File: config.mk
export PLATFORM = sky130hd
export DESIGN_NAME = step_sequencer
export DESIGN_NICKNAME = d
export VERILOG_FILES = /design/src/rtl/step_sequencer.sv
export SDC_FILE = /design/constraint.sdc
export NUM_CORES = 1
export LEC_CHECK = 0
export CORE_ASPECT_RATIO = 1.75
export CORE_MARGIN = 4
export CORE_UTILIZATION = 56
export CTS_BUF_LIST = sky130_fd_sc_hd__clkbuf_4
export DETAILED_ROUTE_END_ITERATION = 8
export PLACE_DENSITY = 0.93
export SLEW_MARGIN = 25
export SYNTH_ARGS = -nofsm -noshare
export SYNTH_HDL_FRONTEND = slang
export SYNTH_SLANG_ARGS = --single-unit
File: constraint.sdc
create_clock -name clk -period 6.1 [get_ports clk]
set_clock_uncertainty 0.2 [all_clocks]
set_input_delay 0.915 -clock clk [delete_from_list [all_inputs] [get_ports clk]]
set_output_delay 0.915 -clock clk [all_outputs]
set_load 0.05 [all_outputs]
File: src/rtl/step_sequencer.sv
// step_sequencer: step/dir pulse sequencer for one joint (valid/ready move command, abort, done pulse).
// Define STEP_SEQ_POSITION_EN to build the signed step position accumulator; otherwise position is 0.
module step_sequencer #(
  parameter int CNT_WIDTH   = 32,
  parameter int STEP_WIDTH  = 16,
  parameter int PULSE_WIDTH = 4
) (
  input  logic                   clk,
  input  logic                   reset,
  input  logic                   cmd_valid,
  output logic                   cmd_ready,
  input  logic                   cmd_dir,
  input  logic [STEP_WIDTH-1:0]  cmd_steps,
  input  logic [CNT_WIDTH-1:0]   cmd_period,
  input  logic                   abort,
  output logic                   step,
  output logic                   dir,
  output logic                   busy,
  output logic                   done,
  output logic [STEP_WIDTH-1:0]  steps_left,
  output logic signed [31:0]     position
);
  typedef enum logic [1:0] {IDLE, RUN, DONE} state_t;
  localparam logic [CNT_WIDTH-1:0] MIN_P = CNT_WIDTH'(PULSE_WIDTH + 1);
  state_t state, state_n;
  logic [CNT_WIDTH-1:0] cnt, cnt_n, period, period_n;
  logic [STEP_WIDTH-1:0] steps_left_n;
  logic dir_n, accept, wrap, last;
  assign cmd_ready = state == IDLE && !reset;
  assign accept = cmd_valid && cmd_ready;
  assign wrap = state == RUN && cnt == period - CNT_WIDTH'(1);
  assign last = wrap && steps_left == STEP_WIDTH'(1);
  always_comb begin
    state_n = state;
    cnt_n = cnt;
    period_n = period;
    steps_left_n = steps_left;
    dir_n = dir;
    case (state)
      IDLE: if (accept) begin
        dir_n = cmd_dir;
        steps_left_n = cmd_steps;
        period_n = cmd_period < MIN_P ? MIN_P : cmd_period;
        cnt_n = '0;
        state_n = cmd_steps == '0 ? DONE : RUN;
      end
      // final wrap wins over a coincident abort so the move reports zero remaining
      RUN: if (last) begin
        steps_left_n = '0;
        state_n = DONE;
      end else if (abort) begin
        state_n = DONE;
      end else if (wrap) begin
        cnt_n = '0;
        steps_left_n = steps_left - STEP_WIDTH'(1);
      end else begin
        cnt_n = cnt + CNT_WIDTH'(1);
      end
      default: state_n = IDLE;
    endcase
  end
  always_ff @(posedge clk)
    if (reset) begin
      state <= IDLE;
      cnt <= '0;
      period <= '0;
      steps_left <= '0;
      dir <= 1'b0;
      step <= 1'b0;
      busy <= 1'b0;
      done <= 1'b0;
    end else begin
      state <= state_n;
      cnt <= cnt_n;
      period <= period_n;
      steps_left <= steps_left_n;
      dir <= dir_n;
      step <= state_n == RUN && cnt_n < CNT_WIDTH'(PULSE_WIDTH);
      busy <= state_n != IDLE;
      done <= state_n == DONE;
    end
`ifdef STEP_SEQ_POSITION_EN
  logic rise;
  logic signed [31:0] pos;
  assign rise = state_n == RUN && cnt_n == '0;
  assign position = pos;
  always_ff @(posedge clk)
    if (reset) pos <= '0;
    else if (rise) pos <= pos + (dir_n ? 32'sd1 : -32'sd1);
`else
  assign position = '0;
`endif
endmodule

Word level (Yosys, flattened, before mapping)

Index checks and enable logic that the tools add are counted.
Widths: inputs -> output; s select.

Bits in registers: 86
Input bits: 53
Word-level logic and storage cells: 49

Add/subtract/negate cells: 3
$lt $le $gt $ge: 2
Eq/ne operators: 8
Mux-type cells: 16
Reductions and logical operators: 12

Operators by type and width:

| kind                  | count |
|---|---|
| $mux 32               | 5 |
| $lt 32x3->1 const B   | 2 |
| $mux 16               | 4 |
| $pmux 32 s2           | 1 |
| $add 32x1->32 const B | 1 |
| $eq 32x32->1          | 1 |
| $pmux 16 s2           | 1 |
| $sub 32x1->32 const B | 1 |
| $eq 16x1->1 const B   | 1 |
| $logic_not 16->1      | 1 |
| $sub 16x1->16 const B | 1 |
| $mux 2                | 4 |
| $ne 3x3->1 const B    | 2 |
| $logic_and 1x1->1     | 5 |
| $eq 2x1->1 const B    | 2 |
| $pmux 2 s2            | 1 |
| $reduce_and 4->1      | 1 |
| $reduce_bool 2->1     | 2 |
| $eq 2x2->1 const B    | 1 |
| $logic_not 2->1       | 1 |
| $ne 2x2->1 const B    | 1 |
| $reduce_and 2->1      | 1 |
| $logic_not 1->1       | 1 |

Longest topological paths before layout

Gate-level depths: netlist of the first run.

Depth in word-level cells: 9
Gate-level depth with buffers: 16
Mapped depth without buffers: 14

Worst setup path after synthesis of the first run

OpenSTA, ideal clock, no wires.

Kind: reg-to-reg
Start point: register period[14]
End point: register step
Setup time: 88 ps
Arrival time: 4035 ps
Data required time: 5812 ps
Slack: 1777 ps
Stages on the path, launching flop included: 15
Clock period less this slack: 4323 ps
Cells stage by stage: dfxtp_1 -> buf_6 -> or4_4 -> buf_6 -> or4b_4 -> or4_4 -> a21bo_2 -> or4b_4 -> or3b_1 -> buf_2 -> a21boi_1 -> a21oi_2 -> and4_1 -> nand4_1 -> nor4_2

Word-level cells in the longest chain between the ends: 9
Elaborated cells between the ends (all ways): 13
Those cells by class: add/sub (1); order compare (1); eq/ne (2); mux (6); reduce/logical (3)

Ends and longest elaborated chain:

| what                   | RTL line | RTL |
|---|---|---|
| from (decl)            | 26       | `logic [CNT_WIDTH-1:0] cnt, cnt_n, period, period_n;` |
| from (signal assigned) | 75       | `period <= period_n;` |
| $sub 32x1->32 (*)      | 31       | `assign wrap = state == RUN && cnt == period - CNT_WIDTH'(1);` |
| $eq 32x32->1 (*)       | 31       |  |
| $logic_and 1x1->1 (*)  | 31       |  |
| $mux 32                | 53       | `end else if (wrap) begin` |
| $mux 32                | 51       | `end else if (abort) begin` |
| $mux 32                | 48       | `RUN: if (last) begin` |
| $pmux 32 s2            | 39       | `case (state)` |
| $lt 32x3->1            | 78       | `step <= state_n == RUN && cnt_n < CNT_WIDTH'(PULSE_WIDTH);` |
| $logic_and 1x1->1 (*)  | 78       |  |
| to (signal assigned)   | 78       |  |
| to (decl)              | 16       | `output logic step,` |

Every way passes the cells marked *; elsewhere a longest branch is shown, timed or not.
A chain may end at the register's enable or synchronous reset.

Worst setup path after layout of the first run

Start point: register period[0]
End point: register step

Same word-level chain as after synthesis.

==> impl_metrics.tcl, run 1 <==
set metrics [dict create \
    die-area_mm2 0.0130 \
    slew_viol_final 0 \
    cts.sinks 86 \
    critical-path-top-delay-family "simple AND/OR/NAND/NOR gates" \
    syn_inst 883 \
    crit_buf_inv 3 \
    synthToLayoutAreaGrowth_pct 12.7 \
    synthAdderAreaFrac_pct 0.799 \
    detailed_place_hpwl_um 15700 \
    ys_seq_elements 86 \
    hold_slack_ns 0.271 \
    ys.flop_type "dfxtp_1" \
    antenna_left 0 \
    r2r_start "period[0]" \
    synth_compound_area_share_pct 20.2 \
    crit_type "reg -> reg" \
    synth_edf_count 0 \
    crit_chain "inv_1 -> ha_1 -> nor3b_1 -> nand3_1 -> nor4_1 -> nor2_1 -> nor3_1 -> or4b_2 -> o31ai_2 -> buf_4 -> and2_1 -> buf_4 -> a22oi_1 -> nand4_1 -> nor4_2" \
    coreArea_mm2 0.0108 \
    syn_avg_cell_area_um2 7.10 \
    drive_above_1_share_pct 5.32 \
    tightest_slew_ns 0.904 \
    yosysSeqAreaShare_pct 27.5 \
    final_util_pct 65.2 \
    yosysMostFrequentCell "nand2_1" \
    yosys-top-cells-count "nand2_1, nor2_1, dfxtp_1" \
    place_congestion 1.04 \
    fmax_mhz 194 \
    fin_tns_setup_ns 0 \
    max_cap_viol_count 0 \
    dpl_cell_area_mm2 0.00687 \
    critPathMaxFanout 12 \
    status "finished clean" \
    initial_core_util_pct 57.9 \
    fin_area_mm2 0.00706 \
    async_reset_ff_share_pct 0 \
    rr_endpoint "step" \
    ys_types 73 \
    yosys_warnings 0 \
    rsz0062_at_grt "no" \
    power_density_mw_per_mm2 211 \
    fill_cells 981 \
    cts_tree "built" \
    port_buffers 73 \
    period_minus_slack_ns 5.16 \
    overflow 0 \
    yosys.area.top_type_share_pct 27.5 \
    hold_depth 2 \
    hold_buffers 0 \
    hp-start "dir" \
    ys_top_cells_by_area "dfxtp_1, nand2_1, nor2_1, a21oi_1, xnor2_1" \
    muxShareOfSynthArea_pct 0.499 \
    grt_pass1_vias 6487 \
    drcViolationCount 0 \
    cts_root_buffer "clkbuf_4" \
    holdCritPathClass "reg -> reg" \
    min_to "dir" \
    drt_pass1_iterations 5 \
    postCtsResizedCells 0 \
    yosys.area_share.simple_pct 35.1 \
    cp_num_cells 15 \
    max_slew_margin_pct 39.8 \
    pin_count 106 \
    fp.dieH_um 148 \
    cts_made_buffers 9 \
    nNetsFinal 973 \
    ir_worst_vdd_mv 0.133 \
    cp_slowest_cell "nor3b_1" \
    vias_per_cell 6.43 \
    routed-via-count 6767 \
    std_cell_rows 50 \
    critPathLaunchType "flip-flop" \
    clk_path_buf_depth 2 \
    post-synth-top-area-cell "dfxtp_1" \
    grt_antenna_before_repair 2 \
    path_clk_slew_ns 0.15 \
    fin_crit_sh_pct 84.6 \
    cts_setup_buffers 0 \
    drt_iter0_markers 448 \
    htreeDepth 3 \
    hold_violations 0 \
    rrSetupSlack_ns 0.94 \
    routed_wl_um 20800 \
    arrival_ns 5.36 \
    crit_path_max_incr_delay_ns 0.72 \
    cp.required_ns 6.29 \
    p_leak_uw 0.00256 \
    grt_usage_pct 32.4 \
    grt_pass1_wl_um 32800 \
    setup_viol 0 \
    netlist_area_mm2 0.00627 \
    wl_per_cell_um 19.8 \
    clk_latency_ns 0.48 \
    synth_xor_area_share_pct 7.27 \
    die_x_um 88.0 \
    endpoint_kind "flip-flop" \
    grt_max_degree 86 \
    synth_top_family_by_area "simple AND/OR/NAND/NOR gates" \
    crit_top_cell "buf_4" \
    reg2reg_depth 15 \
]
## power by group
group / switching, uW / leakage, uW / internal, uW
Clock: 222 / 0.000102 / 210
Sequential: 29.9 / 0.000699 / 581
Combinational: 288 / 0.00176 / 163
Total: 540 / 0.00256 / 953
## layout make-up
| class | instances | area (um2) | area share (%) |
|---|---|---|---|
| timing repair buffer | 86 | 823 | 11.7 |
| antenna | 1 | 2.50 | 0.0354 |
| clock buffer | 9 | 67.6 | 0.957 |
| inverter | 10 | 37.5 | 0.532 |
| clock inverter | 7 | 120 | 1.70 |
| multi-input combinational | 723 | 4130 | 58.4 |
| tap | 130 | 163 | 2.30 |
| sequential | 86 | 1720 | 24.4 |
## tightest hold or removal path: cells and delay by family (launching register included)
family / cells / cell delay (ns)
and+or+nand+nor: 1 / 0.05
DFF: 1 / 0.34
AOI/OAI and AO/OA: 1 / 0.05
## layer usage
layer / track usage (%) / part of all wire, % / vias to the layer above
met4: 23.5 / 8.1 / 2
met1: 33.3 / 34 / 3109
li1: - / - / 3198
met2: 56.7 / 51 / 343
met3: 6.13 / 6.4 / 115
met5: 0 / 0.053 / -
## layout by cell type, fill, tap and decap left out, drive strengths merged, types with 12 or more instances in the layout
master	count
a22oi	18
nor2	98
o21ai	37
nor3	40
nor4	29
buf	14
xnor2	35
and3	14
or3	16
clkdlybuf4s50	72
nand3	30
nand2	124
inv	12
dfxtp	86
nand4	20
xor2	17
conb	32
a21oi	69
## per-stage QoR
step	power (uW)	setup slack, ns	instances
floorplan	949	1.78	914
global placement	1060	1.13	1035
detailed placement	1060	1.06	1035
CTS	1490	1.03	1051
global route	1560	0.536	1052
finish	1490	0.937	1052
## registers in the layout, indices dropped and copies added, names as in the netlist
signal / flops
cnt: 32
period: 32
steps_left: 16
state: 2
busy: 1
dir: 1
done: 1
step: 1
## cells by family (layout without fill, tap and decap cells)
kind of cell,Yosys count,in the layout
simple gates,434,434
compound gates,198,198
buf+inv,105,112
flops,86,86
xor+xnor,52,52
fa+ha+maj,4,4
mux,3,3
other cells,1,33
## how the worst max path moves through the flow
stage / from / end / slack (ns)
floorplan: period[14] / step / 1.78
global placement: period[0] / step / 1.13
detailed placement: period[0] / step / 1.06
CTS: period[0] / step / 1.03
global route: period[0] / step / 0.54
finish: period[0] / step / 0.94
No activity file was read; power rests on OpenSTA's default activity.
==> run 2, diff against run 1 <==
CORE_UTILIZATION = 50   (was 56)
PLACE_DENSITY = 0.88   (was 0.93)
clock period = 4.4 ns   (was 6.1 ns; I/O delays follow)
==> impl_metrics.tcl, run 2 (synthesis results as in run 1) <==
set metrics [dict create \
    grt_pass1_vias 7004 \
    busiest_layer "met2" \
    fin_ws_ns -0.244 \
    p_leak_uw 0.00302 \
    std_cell_rows 53 \
    vias_per_cell 6.15 \
    fin_area_mm2 0.00793 \
    endpoint_kind "flip-flop" \
    die-area_mm2 0.0145 \
    cp_slowest_cell "or4_4" \
    max_cap_viol_count 0 \
    antenna_left 0 \
    path_clk_slew_ns 0.14 \
    cts_made_buffers 9 \
    drcViolationCount 0 \
    initial_core_util_pct 51.6 \
    status "finished with violations" \
    fmax_mhz 215 \
    final_common_cell "nand2_1" \
    crit_buf_inv 2 \
    drt_pass1_iterations 5 \
    hold_buffers 0 \
    multi_input_area_mm2 0.00427 \
    critPathMaxFanout 8 \
    synthToLayoutAreaGrowth_pct 26.5 \
    arrival_ns 4.83 \
    routed-via-count 7247 \
    nNetsFinal 1065 \
    critPathLaunchType "flip-flop" \
    violations "setup timing" \
    slew_viol_final 0 \
    power.total_uw 2080 \
    pin_count 106 \
    detailed_place_hpwl_um 17400 \
    holdCritPathClass "reg -> reg" \
    ir_worst_vdd_mv 0.159 \
    dpl_cell_area_mm2 0.00760 \
    grt_pass1_wl_um 34800 \
    clk_path_buf_depth 2 \
    rsz0062_at_grt "yes" \
    crit_type "reg -> reg" \
    met2_usage_pct 57.1 \
    die_x_um 92.6 \
    setup_viol 1 \
    overflow 0 \
    cts_tree "built" \
    port_buffers 73 \
    layout_common_cells "nand2_1, buf_4, nor2_1" \
    ff_latch_area_mm2 0.00173 \
    cts_root_buffer "clkbuf_4" \
    clk_latency_ns 0.47 \
    reg.largest.list "cnt x32, period x32, steps_left x16" \
    grt_antenna_before_repair 1 \
    max_slew_margin_pct 38.3 \
    fin_crit_sh_pct 106 \
    power_density_mw_per_mm2 262 \
    drt_iter0_markers 403 \
    critical-path-top-delay-family "simple AND/OR/NAND/NOR gates" \
    grt_util_met1_pct 29.7 \
    hold_violations 0 \
    fill_cells 1082 \
    cp.required_ns 4.59 \
    tightest_slew_ns 0.926 \
    drive_above_1_share_pct 16.3 \
    wl_per_cell_um 19.4 \
    grt_max_degree 86 \
    use_met3_pct 4.10 \
    grt_usage_pct 30.7 \
    crit_path_max_incr_delay_ns 0.55 \
    place_congestion 1.02 \
    crit_chain "or4_4 -> or4b_4 -> or4_4 -> a2111oi_4 -> nand4_1 -> nor4_4 -> buf_4 -> or2b_4 -> buf_4 -> a31oi_1 -> o21ai_0 -> o2111ai_1 -> nor4_4" \
    period_minus_slack_ns 4.64 \
    cts.sinks 86 \
    fp.dieH_um 156 \
    routed_wl_um 22800 \
    htreeDepth 3 \
    coreArea_mm2 0.0121 \
]
-- run 2: layout make-up --
type                    instances  share of cell area [%]
multi-input cells             723                    53.9
flip-flops and latches         86                    21.8
repair buffers                178                    19.5
well taps                     165                    2.60
clock inverters                 7                   0.931
clock buffers                   9                   0.852
inverters                      10                   0.473
diodes                          1                  0.0316
-- run 2: report_power, final --
| part | total (uW) | switching [uW] | internal (uW) |
|---|---|---|---|
| Combinational | 760 | 451 | 308 |
| Sequential | 839 | 34.0 | 805 |
| Clock | 482 | 307 | 175 |
-- run 2: through the flow --
step	setup WS, ns	hold WS, ns	std cells	util [%]	setup TNS (ns)
finish	-0.244	0.274	1179	65.3	-0.244
global route	-0.335	0.305	1179	65.3	-1.07
CTS	-0.0348	0.283	1175	64.0	-0.0348
detailed placement	-0.157	0.261	1159	62.7	-0.162
global placement	-0.0475	0.247	1159	62.7	-0.0475
floorplan	0.0769	0.249	914	-	0
-- run 2: worst paths after layout --
kind,start,end,slack [ns],cells past startpoint
worst min-delay path,dir,dir,0.27,2
worst max-delay path,period[13],step,-0.24,13
worst max register to register,period[13],step,-0.24,13
worst min register to register,dir,dir,0.27,2
-- run 2: tightest hold or removal path, cell delays in order, from the launching register on --
cell	delay (ns)
dfxtp_1	0.34
nand2_1	0.05
a21oi_1	0.05
-- run 2: layer usage --
layer / vias up / part of all wire, %
li1: 3380 / -
met3: 130 / 5.5
met4: 0 / 8.8
met5: - / 0
met1: 3369 / 34
met2: 368 / 52
-- run 2: what timing repair did --
item	4_1_cts	5_1_grt
gates cloned	0	0
setup endpoints to repair	4	24
buffers inserted	0	3
endpoints found under the hold margin	0	0
resized for setup	4	35
pin swaps	0	6
==> run 3, diff against run 2 <==
--- a/constraint.sdc
+++ b/constraint.sdc
@@ -4,2 +4,2 @@
 set_output_delay 0.66 -clock clk [all_outputs]
-set_load 0.05 [all_outputs]
+set_load 0.1 [all_outputs]
==> impl_metrics.tcl, run 3 (synthesis results as in run 1) <==
set metrics [dict create \
    cts_root_buffer "clkbuf_4" \
    routed-via-count 7139 \
    dpl_cell_area_mm2 0.00757 \
    max_slew_margin_pct 32.6 \
    p_leak_uw 0.00299 \
    fin_ws_ns -0.0600 \
    grt_pass1_vias 6993 \
    crit_type "reg -> reg" \
    vias_per_cell 6.09 \
    layout_common_cells "nand2_1, nor2_1, buf_4" \
    pin_count 106 \
    grt_usage_pct 31.6 \
    max_cap_viol_count 0 \
    hold_violations 0 \
    period_minus_slack_ns 4.46 \
    ir_worst_vdd_mv 0.172 \
    synthToLayoutAreaGrowth_pct 24.4 \
    holdCritPathClass "reg -> reg" \
    power_density_mw_per_mm2 273 \
    fmax_mhz 224 \
    htreeDepth 3 \
    nNetsFinal 1059 \
    fp.dieH_um 156 \
    fill_cells 1117 \
    drive_above_1_share_pct 14.6 \
    reg.largest.list "cnt x32, period x32, steps_left x16" \
    cts_made_buffers 9 \
    fin_crit_sh_pct 101 \
    arrival_ns 4.66 \
    grt_max_degree 86 \
    std_cell_rows 53 \
    hold_slack_ns 0.277 \
    endpoint_kind "flip-flop" \
    routed_wl_um 22800 \
    critPathLaunchType "flip-flop" \
    fin_area_mm2 0.00780 \
    critPathMaxFanout 8 \
    cts_tree "built" \
    grt_pass1_wl_um 35700 \
    overflow 0 \
    cp.required_ns 4.60 \
    slew_viol_final 0 \
    instances_no_fill 1173 \
    wl_per_cell_um 19.4 \
    rrSetupSlack_ns -0.06 \
    port_buffers 73 \
    tightest_slew_ns 1.01 \
    antenna_left 0 \
    setup_viol 1 \
    hold_buffers 0 \
    drt_pass1_iterations 6 \
    dp.cells 1156 \
    drcViolationCount 0 \
    violations "setup timing" \
    cts.sinks 86 \
    path_clk_slew_ns 0.15 \
    clk_latency_ns 0.48 \
    status "finished with violations" \
    detailed_place_hpwl_um 17700 \
    drt_iter0_markers 476 \
    rsz0062_at_grt "yes" \
    coreArea_mm2 0.0121 \
    final_common_cell "nand2_1" \
    clk_path_buf_depth 2 \
    grt_antenna_before_repair 1 \
    die-area_mm2 0.0145 \
    place_congestion 0.990 \
    die_x_um 92.6 \
    initial_core_util_pct 51.6 \
]
==> run 3: cell count changes in the layout (fill, tap and decap cells not counted), sizes merged <==
cell and change:
clkinv -2, bufinv -1, clkinvlp +1, inv +2
buf -6
==> run 3: final cells by class <==
class	count	area [um2]	area share [%]
multi-input combinational	723	4230	54.2
sequential	86	1720	22.1
timing repair buffer	172	1480	19.0
tap	165	206	2.65
clock buffer	9	67.6	0.866
clock inverter	7	55.1	0.706
inverter	10	37.5	0.481
antenna	1	2.50	0.0321
==> run 3: repair_timing <==
action | in CTS | in global routing
gates resized for setup | 5 | 14
pin swaps | 0 | 1
setup endpoints to repair | 1 | 17
endpoints found under the hold margin | 0 | 0
setup buffers | 0 | 0
==> run 3: power by group <==
group	internal (uW)	switching, uW
combinational	304	548
clock	122	319
sequential	805	30.5
total	1230	897
==> run 3: metrics by stage <==
stage / util, % / setup WS, ns / total power [uW] / setup TNS [ns]
global placement: 62.4 / 0.00426 / 1670 / 0
floorplan: - / 0.0769 / 1410 / 0
CTS: 63.6 / -0.0209 / 2110 / -0.0209
finish: 64.3 / -0.0600 / 2130 / -0.0600
global route: 64.3 / -0.220 / 2220 / -0.307
detailed placement: 62.4 / -0.0464 / 1670 / -0.0464
==> run 3: final timing paths <==
kind	start	to	cells after the start
hold / removal	dir	dir	2
setup / recovery	period[13]	step	13
setup reg to reg	period[13]	step	13
hold reg to reg	dir	dir	2
==> run 3: layer usage <==
metal / vias up / global-route usage (%) / routed length [um]
met5: - / 0 / 0
met4: 0 / 22.6 / 1800
met3: 106 / 4.49 / 1320
met2: 348 / 58.7 / 11800
met1: 3309 / 31.5 / 7870
li1: 3376 / - / -
==> run 3: worst max-delay path, cell delays in order (launching register included) <==
cell and delay [ns]:
dfxtp_1 0.34, or4_4 0.54, or4b_4 0.51, or4_4 0.51, a2111oi_4 0.36, nand4_1 0.20
nor4_4 0.29, buf_4 0.20, or2b_4 0.17, nor2_1 0.05, o21ai_1 0.18, nand4_1 0.16
or4_4 0.44, nor4_2 0.24
